`src/rtl/aes_enc_round_ctrl_if.sv`:
```
// Handshake, key-store and round-datapath bundle for aes_enc_round_ctrl.
// AES_CTRL_STAT_EN adds the block-counter signals blk_cnt / cnt_clr.
interface aes_enc_round_ctrl_if;
  logic         in_valid;
  logic         in_ready;
  logic [1:0]   key_mode;
  logic [127:0] din;
  logic [3:0]   key_addr;
  logic [127:0] round_key;
  logic [3:0]   round_times;
  logic [1:0]   round_key_mode;
  logic [127:0] round_din;
  logic [127:0] round_dout;
  logic         out_valid;
  logic         out_ready;
  logic [127:0] dout;
  logic         mode_err;
`ifdef AES_CTRL_STAT_EN
  logic [15:0]  blk_cnt;
  logic         cnt_clr;

  modport master (
    output in_valid, key_mode, din, round_key, round_dout, out_ready, cnt_clr,
    input  in_ready, key_addr, round_times, round_key_mode, round_din, out_valid, dout, mode_err, blk_cnt
  );
  modport slave (
    input  in_valid, key_mode, din, round_key, round_dout, out_ready, cnt_clr,
    output in_ready, key_addr, round_times, round_key_mode, round_din, out_valid, dout, mode_err, blk_cnt
  );
`else
  modport master (
    output in_valid, key_mode, din, round_key, round_dout, out_ready,
    input  in_ready, key_addr, round_times, round_key_mode, round_din, out_valid, dout, mode_err
  );
  modport slave (
    input  in_valid, key_mode, din, round_key, round_dout, out_ready,
    output in_ready, key_addr, round_times, round_key_mode, round_din, out_valid, dout, mode_err
  );
`endif
endinterface

```
`src/rtl/aes_enc_round_ctrl.sv`:
```
// Iterative AES encryption controller driving an external one-round datapath.
// Define AES_CTRL_STAT_EN to add a saturating output-handshake counter.
module aes_enc_round_ctrl #(
  parameter int KEY_RD_LAT = 0
) (
  input logic                 clk,
  input logic                 rst_n,
  aes_enc_round_ctrl_if.slave bus
);
  typedef enum logic [1:0] {
    IDLE  = 2'd0,
    INIT  = 2'd1,
    ROUND = 2'd2,
    DONE  = 2'd3
  } state_t;

  function automatic logic [3:0] nr_of(input logic [1:0] mode);
    case (mode)
      2'd1:    nr_of = 4'd12;
      2'd2:    nr_of = 4'd14;
      default: nr_of = 4'd10;
    endcase
  endfunction

  state_t       state_r, state_nxt_s;
  logic [127:0] data_r, data_nxt_s;
  logic [3:0]   cnt_r, cnt_nxt_s;
  logic [1:0]   mode_r, mode_nxt_s;
  logic         mode_err_r, mode_err_nxt_s;
  logic         ready_r, ready_nxt_s;
  logic         valid_r, valid_nxt_s;
  logic [3:0]   key_addr_r, key_addr_nxt_s;
  logic [3:0]   nr_s;
  logic         accept_s;
  logic         out_hs_s;

  assign nr_s     = nr_of(mode_r);
  assign accept_s = ready_r && bus.in_valid;
  assign out_hs_s = valid_r && bus.out_ready;

  // FSM transitions plus state-register, round-counter and mode updates
  always_comb begin
    state_nxt_s    = state_r;
    data_nxt_s     = data_r;
    cnt_nxt_s      = cnt_r;
    mode_nxt_s     = mode_r;
    mode_err_nxt_s = mode_err_r;
    case (state_r)
      IDLE: begin
        if (accept_s) begin
          state_nxt_s = INIT;
          data_nxt_s  = bus.din;
          if (bus.key_mode == 2'd3) begin
            mode_nxt_s     = 2'd0;
            mode_err_nxt_s = 1'b1;
          end else begin
            mode_nxt_s     = bus.key_mode;
            mode_err_nxt_s = 1'b0;
          end
        end else begin
          state_nxt_s = IDLE;
        end
      end
      INIT: begin
        data_nxt_s  = data_r ^ bus.round_key;
        cnt_nxt_s   = 4'd1;
        state_nxt_s = ROUND;
      end
      ROUND: begin
        data_nxt_s = bus.round_dout;
        // >= keeps the counter bounded even if mode_r were ever corrupted
        if (cnt_r >= nr_s) begin
          state_nxt_s = DONE;
          cnt_nxt_s   = 4'd0;
        end else begin
          state_nxt_s = ROUND;
          cnt_nxt_s   = cnt_r + 4'd1;
        end
      end
      DONE: begin
        if (out_hs_s) begin
          state_nxt_s = IDLE;
        end else begin
          state_nxt_s = DONE;
        end
      end
      default: begin
        state_nxt_s = IDLE;
      end
    endcase
  end

  // handshake flags and key address, precomputed from the next state
  always_comb begin
    ready_nxt_s    = (state_nxt_s == IDLE);
    valid_nxt_s    = (state_nxt_s == DONE);
    key_addr_nxt_s = 4'd0;
    if (KEY_RD_LAT == 0) begin
      if (state_nxt_s == ROUND) begin
        key_addr_nxt_s = cnt_nxt_s;
      end else begin
        key_addr_nxt_s = 4'd0;
      end
    end else begin
      // one cycle ahead; the final round has no following key to prefetch
      case (state_nxt_s)
        INIT: key_addr_nxt_s = 4'd1;
        ROUND: begin
          if (cnt_nxt_s < nr_s) begin
            key_addr_nxt_s = cnt_nxt_s + 4'd1;
          end else begin
            key_addr_nxt_s = 4'd0;
          end
        end
        default: key_addr_nxt_s = 4'd0;
      endcase
    end
  end

  // state and output registers with synchronous reset
  always_ff @(posedge clk) begin
    if (!rst_n) begin
      state_r    <= IDLE;
      data_r     <= 128'd0;
      cnt_r      <= 4'd0;
      mode_r     <= 2'd0;
      mode_err_r <= 1'b0;
      ready_r    <= 1'b1;
      valid_r    <= 1'b0;
      key_addr_r <= 4'd0;
    end else begin
      state_r    <= state_nxt_s;
      data_r     <= data_nxt_s;
      cnt_r      <= cnt_nxt_s;
      mode_r     <= mode_nxt_s;
      mode_err_r <= mode_err_nxt_s;
      ready_r    <= ready_nxt_s;
      valid_r    <= valid_nxt_s;
      key_addr_r <= key_addr_nxt_s;
    end
  end

  assign bus.in_ready       = ready_r;
  assign bus.out_valid      = valid_r;
  assign bus.dout           = data_r;
  assign bus.round_din      = data_r;
  assign bus.round_times    = cnt_r;
  assign bus.round_key_mode = mode_r;
  assign bus.key_addr       = key_addr_r;
  assign bus.mode_err       = mode_err_r;

`ifdef AES_CTRL_STAT_EN
  logic [15:0] blk_cnt_r;

  // output-handshake counter; clear beats increment, increment saturates
  always_ff @(posedge clk) begin
    if (!rst_n) begin
      blk_cnt_r <= 16'd0;
    end else if (bus.cnt_clr) begin
      blk_cnt_r <= 16'd0;
    end else if (out_hs_s && (blk_cnt_r != 16'hFFFF)) begin
      blk_cnt_r <= blk_cnt_r + 16'd1;
    end else begin
      blk_cnt_r <= blk_cnt_r;
    end
  end

  assign bus.blk_cnt = blk_cnt_r;
`endif
endmodule
```
`src/flat_wrapper.sv`:
```
// flat-port wrapper written by rule: the top's interface ports become plain ports
module aes_enc_round_ctrl_flat 
#(
  parameter int KEY_RD_LAT = 0
)
  (clk, rst_n, bus_in_valid, bus_key_mode, bus_din, bus_round_key, bus_round_dout, bus_out_ready, bus_in_ready, bus_key_addr, bus_round_times, bus_round_key_mode, bus_round_din, bus_out_valid, bus_dout, bus_mode_err);
  aes_enc_round_ctrl_if bus_i ();
  input logic clk;
  input logic rst_n;
  input wire logic [$bits(bus_i.in_valid)-1:0] bus_in_valid;
  input wire logic [$bits(bus_i.key_mode)-1:0] bus_key_mode;
  input wire logic [$bits(bus_i.din)-1:0] bus_din;
  input wire logic [$bits(bus_i.round_key)-1:0] bus_round_key;
  input wire logic [$bits(bus_i.round_dout)-1:0] bus_round_dout;
  input wire logic [$bits(bus_i.out_ready)-1:0] bus_out_ready;
  output wire logic [$bits(bus_i.in_ready)-1:0] bus_in_ready;
  output wire logic [$bits(bus_i.key_addr)-1:0] bus_key_addr;
  output wire logic [$bits(bus_i.round_times)-1:0] bus_round_times;
  output wire logic [$bits(bus_i.round_key_mode)-1:0] bus_round_key_mode;
  output wire logic [$bits(bus_i.round_din)-1:0] bus_round_din;
  output wire logic [$bits(bus_i.out_valid)-1:0] bus_out_valid;
  output wire logic [$bits(bus_i.dout)-1:0] bus_dout;
  output wire logic [$bits(bus_i.mode_err)-1:0] bus_mode_err;
  assign bus_i.in_valid = bus_in_valid;
  assign bus_i.key_mode = bus_key_mode;
  assign bus_i.din = bus_din;
  assign bus_i.round_key = bus_round_key;
  assign bus_i.round_dout = bus_round_dout;
  assign bus_i.out_ready = bus_out_ready;
  assign bus_in_ready = bus_i.in_ready;
  assign bus_key_addr = bus_i.key_addr;
  assign bus_round_times = bus_i.round_times;
  assign bus_round_key_mode = bus_i.round_key_mode;
  assign bus_round_din = bus_i.round_din;
  assign bus_out_valid = bus_i.out_valid;
  assign bus_dout = bus_i.dout;
  assign bus_mode_err = bus_i.mode_err;
  aes_enc_round_ctrl #(.KEY_RD_LAT(KEY_RD_LAT)) u_core (.clk(clk), .rst_n(rst_n), .bus(bus_i));
endmodule
```
`config.mk`:
```
export PLATFORM = sky130hd
export DESIGN_NAME = aes_enc_round_ctrl_flat
export DESIGN_NICKNAME = d
export VERILOG_FILES = /design/src/rtl/aes_enc_round_ctrl_if.sv /design/src/rtl/aes_enc_round_ctrl.sv /design/src/flat_wrapper.sv
export SDC_FILE = /design/constraint.sdc
export NUM_CORES = 1
export LEC_CHECK = 0
export ABC_AREA = 1
export CORE_AREA = 3 3 258 260
export DETAILED_ROUTE_END_ITERATION = 7
export DIE_AREA = 0 0 261 263
export HOLD_SLACK_MARGIN = 0.06
export PLACE_DENSITY = 0.48
export RECOVER_POWER = 100
export SYNTH_ARGS = -nofsm -noshare
export SYNTH_HDL_FRONTEND = slang
export SYNTH_SLANG_ARGS = --single-unit
```
`constraint.sdc`:
```
create_clock -name clk -period 1.8 [get_ports clk]
set_input_delay 0.36 -clock clk [delete_from_list [all_inputs] [get_ports clk]]
set_output_delay 0.36 -clock clk [all_outputs]
set_load 0.02 [all_outputs]
```
Word level (Yosys, flattened, before mapping)
Cells that the tools add are included.
- logic and storage cells: 39
- output and inout bits: 269
- flip-flop bits (word level): 143
- input bits: 390
- eq/ne operators: 9
- mux-type cells: 11
- add/sub/neg operators: 1
- bitwise gates (word level): 1
- reduce and logical (&&, ||, !) cells: 8
- magnitude comparators: 1
- operators with widths (cell ; number):
    one-hot mux 128 bit (3 select lines) ; 1
    two-way mux 128 bit ; 1
    bitwise XOR 128 bit ; 1
    == test 2 bit (second input constant) ; 6
    one-hot mux 2 bit (4 select lines) ; 1
    one-hot mux 4 bit (2 select lines) ; 1
    one-hot mux 3 bit (2 select lines) ; 1
    AND reduction 2 bit ; 3
    adder 4 x 1 -> 4 bit (second input constant) ; 1
    == test 2 x 1 -> 1 bit (second input constant) ; 2
    >= comparator 4 bit ; 1
    logical NOT 2 bit ; 2
    two-way mux 2 bit ; 2
    two-way mux 4 bit ; 1
    two-way mux 1 bit ; 3
    nonzero test 3 bit ; 1
    logical AND 1 bit ; 2
    != test 2 x 1 -> 1 bit (second input constant) ; 1

Logic depth before layout (Yosys ltp)
Gate-level depths: netlist of the first run.
- word-level depth: 7
- gate-level depth with buffers: 12

Worst setup path after synthesis of the first run
No wires, ideal clock.
- kind: register -> register
- from: register u_core.mode_r[1], in the netlist u_core.bus.round_key_mode[1]
- to: register u_core.key_addr_r[1], in the netlist u_core.bus.key_addr[1]
- cell stages (with the launch flop): 11
- data arrival time: 1532 ps
- slack: 147 ps
- cell sequence: dfxtp_1 > inv_1 > ha_1 > ha_1 > nor2_1 > nor2_1 > nand3_1 > nand2_1 > nand2_1 > nand2_1 > nor2_1
- cells in the longest elaborated chain, start to end: 7
- elaborated cells on any way between the ends: 10
- those cells by class: order compare: 1; eq/ne: 3; mux: 5; reduce/logical: 1
- RTL lines (element ; RTL line ; source):
    from (decl) ; aes_enc_round_ctrl.sv:28 ; logic [1:0] mode_r, mode_nxt_s;
    from (signal assigned) ; aes_enc_round_ctrl.sv:135 ; mode_r <= mode_nxt_s;
    == test 2 bit or == test 2 x 1 -> 1 bit (tied branches) ; aes_enc_round_ctrl.sv:18 ; case (mode)
    one-hot mux 3 bit (2 select lines) (*) ; aes_enc_round_ctrl.sv:18 ;
    >= comparator 4 bit (*) ; aes_enc_round_ctrl.sv:72 ; if (cnt_r >= nr_s) begin
    two-way mux 1 bit ; aes_enc_round_ctrl.sv:72 ;
    one-hot mux 2 bit (4 select lines) ; aes_enc_round_ctrl.sv:48 ; case (state_r)
    == test 2 bit ; aes_enc_round_ctrl.sv:99 ; if (state_nxt_s == ROUND) begin
    AND reduction 2 bit (no source line) ; - ;
    to (signal assigned) ; aes_enc_round_ctrl.sv:139 ; key_addr_r <= key_addr_nxt_s;
    to (decl) ; aes_enc_round_ctrl.sv:32 ; logic [3:0] key_addr_r, key_addr_nxt_s;
Every way passes the cells marked *; elsewhere a longest branch is shown, timed or not.
A chain may end at the register's enable or synchronous reset.

Final worst setup path of the first run
- from: register u_core.state_r[0]
- to: register u_core.data_r[68], in the netlist u_core.bus.dout[68]
- cells in the longest elaborated chain, start to end: 3
- elaborated cells on any way between the ends: 7
- those cells by class: eq/ne: 3; mux: 1; reduce/logical: 3
- RTL lines (element ; RTL line ; source):
    from (decl) ; aes_enc_round_ctrl.sv:25 ; state_t state_r, state_nxt_s;
    from (signal assigned) ; aes_enc_round_ctrl.sv:132 ; state_r <= state_nxt_s;
    == test 2 x 1 -> 1 bit, or another cell as far along ; aes_enc_round_ctrl.sv:48 ;
    nonzero test 3 bit (no source line) or != test 2 x 1 -> 1 bit (tied branches) ; - ;
    AND reduction 2 bit (no source line) ; - ;
    to (signal assigned) ; aes_enc_round_ctrl.sv:133 ; data_r <= data_nxt_s;
    to (decl) ; aes_enc_round_ctrl.sv:26 ; logic [127:0] data_r, data_nxt_s;
Parallel ways exist; a longest one is shown, timed or not.

==> results of run 1 <==
## power groups by stage
stage | clock [mW] | combinational (mW) | sequential (mW)
after floorplan | 0 | 10.9 | 8.03
after CTS | 3.91 | 19.1 | 6.83
after detailed placement | 0 | 20.8 | 6.97
final | 3.70 | 18.8 | 6.76
after global placement | 0 | 20.7 | 6.89
after global routing | 4.00 | 20.5 | 7.04
## area by class of cell
cell class | instances | share of cell area, %
multi-input cells | 1096 | 32.0
clock inverters | 13 | 0.819
inverters | 17 | 0.494
well taps | 855 | 6.31
clock buffers | 19 | 2.61
flip-flops and latches | 143 | 16.9
diodes | 1 | 0.0148
repair buffers | 702 | 40.9
## metal layers
layer | track usage (%) | share of wire [%]
met5 | 0 | 0.045
met1 | 16.6 | 40
met2 | 25.7 | 49
met4 | 4.90 | 2.5
met3 | 4.37 | 8.2
## metrics by stage
step / hold slack (ps) / utilization, % / power [mW] / TNS, ps
after floorplan: 520 / - / 18.9 / 0
after global placement: 460 / 25.7 / 27.6 / -1270
after detailed placement: 459 / 25.7 / 27.7 / -1720
after CTS: 204 / 26.3 / 29.8 / -125
after global routing: 236 / 26.4 / 31.6 / -112
final: 267 / 26.4 / 29.3 / 0
## sequential cells by signal, indices dropped and copies added, names as in the netlist
signal                     flops
u_core.bus.mode_err            1
u_core.bus.in_ready            1
u_core.bus.key_addr            4
u_core.bus.out_valid           1
u_core.state_r                 2
u_core.bus.round_times         4
u_core.bus.dout              128
u_core.bus.round_key_mode      2
## critical path, cell delays in order, from the launching register on
cell       delay, ps
dfxtp_1          330
inv_1             90
ha_4             350
nand2_4           90
clkinv_8         130
bufbuf_16        330
nand2_1           70
nand2_1           80
nor2_1            60
a21oi_1          110
## Yosys cell counts (all sizes together)
cell type    n
a211oi       1
a21o         1
a21oi      135
a22oi        1
buf        197
clkbuf      30
dfxtp      143
ha           9
inv         17
nand2      409
nand3      132
nand3b       1
nand4        1
nor2       148
o21ai      130
xor2       128
## repair_timing
action,CTS,global route
pin swaps,0,3
gates resized for setup,278,19
gates cloned,4,0
setup endpoints to repair,274,102
setup buffers,0,1
hold endpoints to repair,0,0
## kinds of logic after synthesis
kind of cell,count (synthesis)
buffers and inverters,244
XOR/XNOR,128
adder cells (fa/ha/maj),9
AO/OA/AOI/OAI,268
flip-flops,143
AND/OR/NAND/NOR,691
## worst max path at each step
stage	startpoint	endpoint	depth (start not counted)
3_5_place_dp	bus_in_valid	u_core.bus.dout[53]	8
3_3_place_gp	bus_in_valid	u_core.bus.dout[53]	8
6_report	u_core.state_r[0]	u_core.bus.dout[68]	9
5_1_grt	u_core.state_r[1]	u_core.bus.dout[95]	9
4_1_cts	u_core.state_r[0]	u_core.bus.dout[75]	9
2_1_floorplan	u_core.bus.round_key_mode[1]	u_core.bus.key_addr[1]	10
## cells in the final DEF, fill, tap and decap left out, drive strengths merged
| master | count |
|---|---|
| nand2 | 409 |
| clkdlybuf4s50 | 388 |
| dlygate4sd2 | 265 |
| nor2 | 148 |
| dfxtp | 143 |
| a21oi | 135 |
| nand3 | 132 |
| o21ai | 130 |
| xor2 | 128 |
| buf | 43 |
| clkbuf | 19 |
| inv | 18 |
| ha | 9 |
| clkinv | 8 |
| clkdlybuf4s15 | 4 |
| bufinv | 2 |
| clkinvlp | 2 |
| bufbuf | 2 |
| diode | 1 |
| a21o | 1 |
| a22oi | 1 |
| a211oi | 1 |
| nand4 | 1 |
| nand3b | 1 |
==> results.ini, run 1 <==
[outcome]
run_status=complete, no violations

[logic_synthesis]
synth_cells=1483
synth_xor_area_share_pct=11.5
yosys.area_share.simple_pct=28.4
mappedNetlistArea_mm2=0.00976
syn_avg_cell_area_um2=6.58
synth_compound_area_share_pct=13.9
synthMuxAreaShare_pct=0
synthTopCellsByArea=dfxtp_1, nand2_1, xor2_1
ys_seq_area_share_pct=29.3
netlist.area_leader.share_pct=29.3
post_synth_fa_ha_maj_area_fraction_pct=1.15
yosysTopAreaCell=dfxtp_1
ys_warn_count=0
synth-seq-cells=143
synth_nets=1882
synth_top_family_by_area=simple AND/OR/NAND/NOR gates
yosysUniqueCellTypes=23

[floorplanning]
dieArea_mm2=0.0686
coreArea_mm2=0.0643
pin_count=659
die_h_um=263
rows=93
start_util_pct=15.2
die_x_um=261

[routing]
routed_wl_um=51500
via_per_inst=4.07
firstDrtPassIters=4
drt_iter0_markers=462
vias=11600
antenna_left=0
wl_per_cell_um=18.1
route.detailed.drc=0

[pwr]
switching_share_pct=52.7
leakage_nw=7.90
seqPwrFrac_pct=23.1
power_density_mw_per_mm2=1730
peakVddDrop_uv=1400
cell_internal_pwr_mw=13.8
power_switching_mw=15.4
pwr-share-comb_pct=64.3
clockPowerShare_pct=12.6

[cells_and_area]
n_fill_cell=7132
fin_cells=2846
seqCellArea_mm2=0.00287
multiInputGateArea_mm2=0.00542
syn_to_final_growth_pct=73.8
layout-drive-gt1-share_pct=4.87
post-route-cell-area_mm2=0.0170
nets=2376

[clocking]
clock-sinks=143
h-tree-depth=4
cts_tree=done
clock_latency_ps=470
postCtsHoldBufs=0
numCtsBuffers=17
clockBufferDepth=2
cts_root_buf=clkbuf_16
path_clk_slew_ps=70

[grt]
antenna_found_initial=7
overflow=0
grt_pass1_wl_um=75200
track_usage_pct=14.6
grt_max_degree=86
grt_pass1_vias=11700

[sta]
max_freq_mhz=583
tightest_slew_ps=545
period_needed_ps=1720
final.setup_skew_ps=11.1
setup_violations=0
slew_viol_final=0
period_share_pct=95.4
fin_ws_ps=83.4
hold_viol_final=0
relSlewSlack_pct=63.7
rsz0062_at_grt=yes

[hold_path]
hp-class=primary input to register
min_from=rst_n
holdPathStages=3
min_to=u_core.bus.dout[57]

[placement]
dp_cells=2808
portBuffers=658
dp_hpwl_um=38700
placed_cell_area_mm2=0.0165
pre_cts_ws_ps=-108
place_congestion=0.855

[worst_setup_path]
crit_type=register to register
setup.worst_path.start_class=register
required_ps=2200
critPathArrivalTime_ps=2110
reg2reg_depth=9
cp-end-kind=register
crit_fanout=13
reg2reg_from=u_core.state_r[0]
rrSetupSlack_ps=80
regToRegEndpoint=u_core.bus.dout[68]

[run]
maxCapViolCount=0

Power figures use the tool's default switching activity.
==> run 2: changes to the inputs <==
CELL_PAD_IN_SITES_DETAIL_PLACEMENT = 0   (was default)
CELL_PAD_IN_SITES_GLOBAL_PLACEMENT = 1   (was default)
PLACE_DENSITY = 0.64   (was 0.48)
==> run 2 against run 1 <==
  * Cell area down 0.75%
  * Maximum frequency barely moved
  * Sequential share of layout area rose by 0.11 points
  * Flip-flop and latch count unchanged
  * First-iteration DRC count increased by 27%
  * Utilization is 0.20 points lower
  * Sequential power is 0.6% lower
  * Global-route usage shrank 1.3 points
  * Critical path type unchanged
  * Largest power group unchanged
  * Highest routed layer unchanged
==> results.ini, run 2 (synthesis results as in run 1) <==
[worst_setup_path]
crit_fanout=52
cp-end-kind=register
reg2reg_from=u_core.state_r[1]
critPathArrivalTime_ps=2110
startpoint=u_core.state_r[1]
required_ps=2200
crit_path_end=u_core.bus.dout[55]
setup.worst_path.start_class=register
regToRegEndpoint=u_core.bus.dout[55]
rrSetupSlack_ps=90
reg2reg_depth=9
crit_type=register to register

[clocking]
clock-sinks=143
h-tree-depth=4
cts_tree=done
clock_latency_ps=460
numCtsBuffers=17
clockBufferDepth=2
postCtsHoldBufs=0
path_clk_slew_ps=70
cts_root_buf=clkbuf_16

[grt]
grt_pass1_wl_um=70400
grt_max_degree=70
grt_pass1_vias=11500
antenna_found_initial=1
overflow=0
track_usage_pct=13.3

[routing]
via_per_inst=4.03
antenna_left=0
drt_iter0_markers=585
wl_per_cell_um=17.1
route.detailed.drc=0
firstDrtPassIters=7
routed_wl_um=48600
vias=11400

[sta]
rsz0062_at_grt=yes
hold_viol_final=0
tightest_slew_ps=459
relSlewSlack_pct=69.4
period_share_pct=95.3
max_freq_mhz=583
setup_violations=0
final.setup_skew_ps=10.1
period_needed_ps=1710
slew_viol_final=0

[cells_and_area]
antenna_cells=0
nets=2366
layout-drive-gt1-share_pct=4.85
final_common_cell=nand2_1
final_util_pct=26.2
largest_register_ffs=128
layout_common_cells=nand2_1, clkdlybuf4s50_1, dlygate4sd2_1, nor2_1, dfxtp_1
syn_to_final_growth_pct=72.4
fin_cells=2835

[floorplanning]
rows=93
die_h_um=263
coreArea_mm2=0.0643
dieArea_mm2=0.0686
start_util_pct=15.2
pin_count=659
die_x_um=261

[pwr]
leakage_nw=7.81
cell_internal_pwr_mw=13.5
power.total_mw=28.7
peakVddDrop_uv=873
clockPowerShare_pct=12.4
power_density_mw_per_mm2=1710
seqPwrFrac_pct=23.4
switching_share_pct=52.9
pwr-share-comb_pct=64.2
power_switching_mw=15.2

[placement]
dp_cells=2795
portBuffers=658
dp_hpwl_um=35300
place_congestion=0.806

[outcome]
run_status=complete, no violations

[hold_path]
hp-class=primary input to register

[run]
maxCapViolCount=0

run 2: final cells by class:
cell class | count | area [um^2]
sequential | 143 | 2860
fill | 7063 | 47500
multi-input combinational | 1096 | 5450
timing repair buffer | 692 | 6820
clock inverter | 12 | 110
clock buffer | 20 | 447
inverter | 17 | 76.3
tap | 855 | 1070
run 2: metal layers:
metal	global-route usage, %	vias up	routed length, um	part of all wire (%)
met5	0	-	12	0.025
met3	3.50	54	3570	7.3
met4	4.73	2	1080	2.2
met1	14.6	5279	19000	39
li1	-	5618	-	-
met2	24.3	479	24900	51
run 2: timing repair:
item	CTS	global route
gates resized for setup	270	33
endpoints found under the setup margin	271	111
gates cloned	1	4
buffers inserted	0	3
pin swaps	0	3
run 2: power by group through the flow:
stage	sequential (mW)	clock, mW	combinational (mW)
finish	6.72	3.57	18.4
global route	6.97	3.85	20.1
CTS	6.77	3.77	18.3
detailed placement	6.91	0	20.2
global placement	6.86	0	20.1
floorplan	8.03	0	10.9
run 2: metrics by stage:
stage | hold WS [ps] | worst slack, ps | setup TNS [ps] | instance area (um^2)
2_1_floorplan | 520 | 147 | 0 | 9760
3_3_place_gp | 462 | -170 | -12270 | 16400
3_5_place_dp | 464 | -167 | -16070 | 16400
4_1_cts | 150 | 0.694 | 0 | 16600
5_1_grt | 167 | -14.8 | -28.8 | 16800
6_report | 221 | 85.0 | 0 | 16800
run 2: worst min-delay path by stage:
stage | depth (start not counted) | slack, ps | start | endpoint
floorplan | 2 | 520 | bus_key_mode[0] | u_core.bus.mode_err
global placement | 2 | 460 | u_core.bus.mode_err | u_core.bus.mode_err
detailed placement | 2 | 460 | u_core.bus.mode_err | u_core.bus.mode_err
CTS | 3 | 150 | rst_n | u_core.bus.dout[82]
global route | 3 | 170 | rst_n | u_core.bus.dout[82]
finish | 3 | 220 | rst_n | u_core.bus.dout[82]
run 2: worst max-delay path: stages, from the launching register on:
cell and delay, ps:
dfxtp_2 330, inv_1 70, ha_4 270, buf_12 130, inv_6 70, buf_12 230
nand2_1 150, nand2_1 120, nor2_1 50, a21oi_1 120
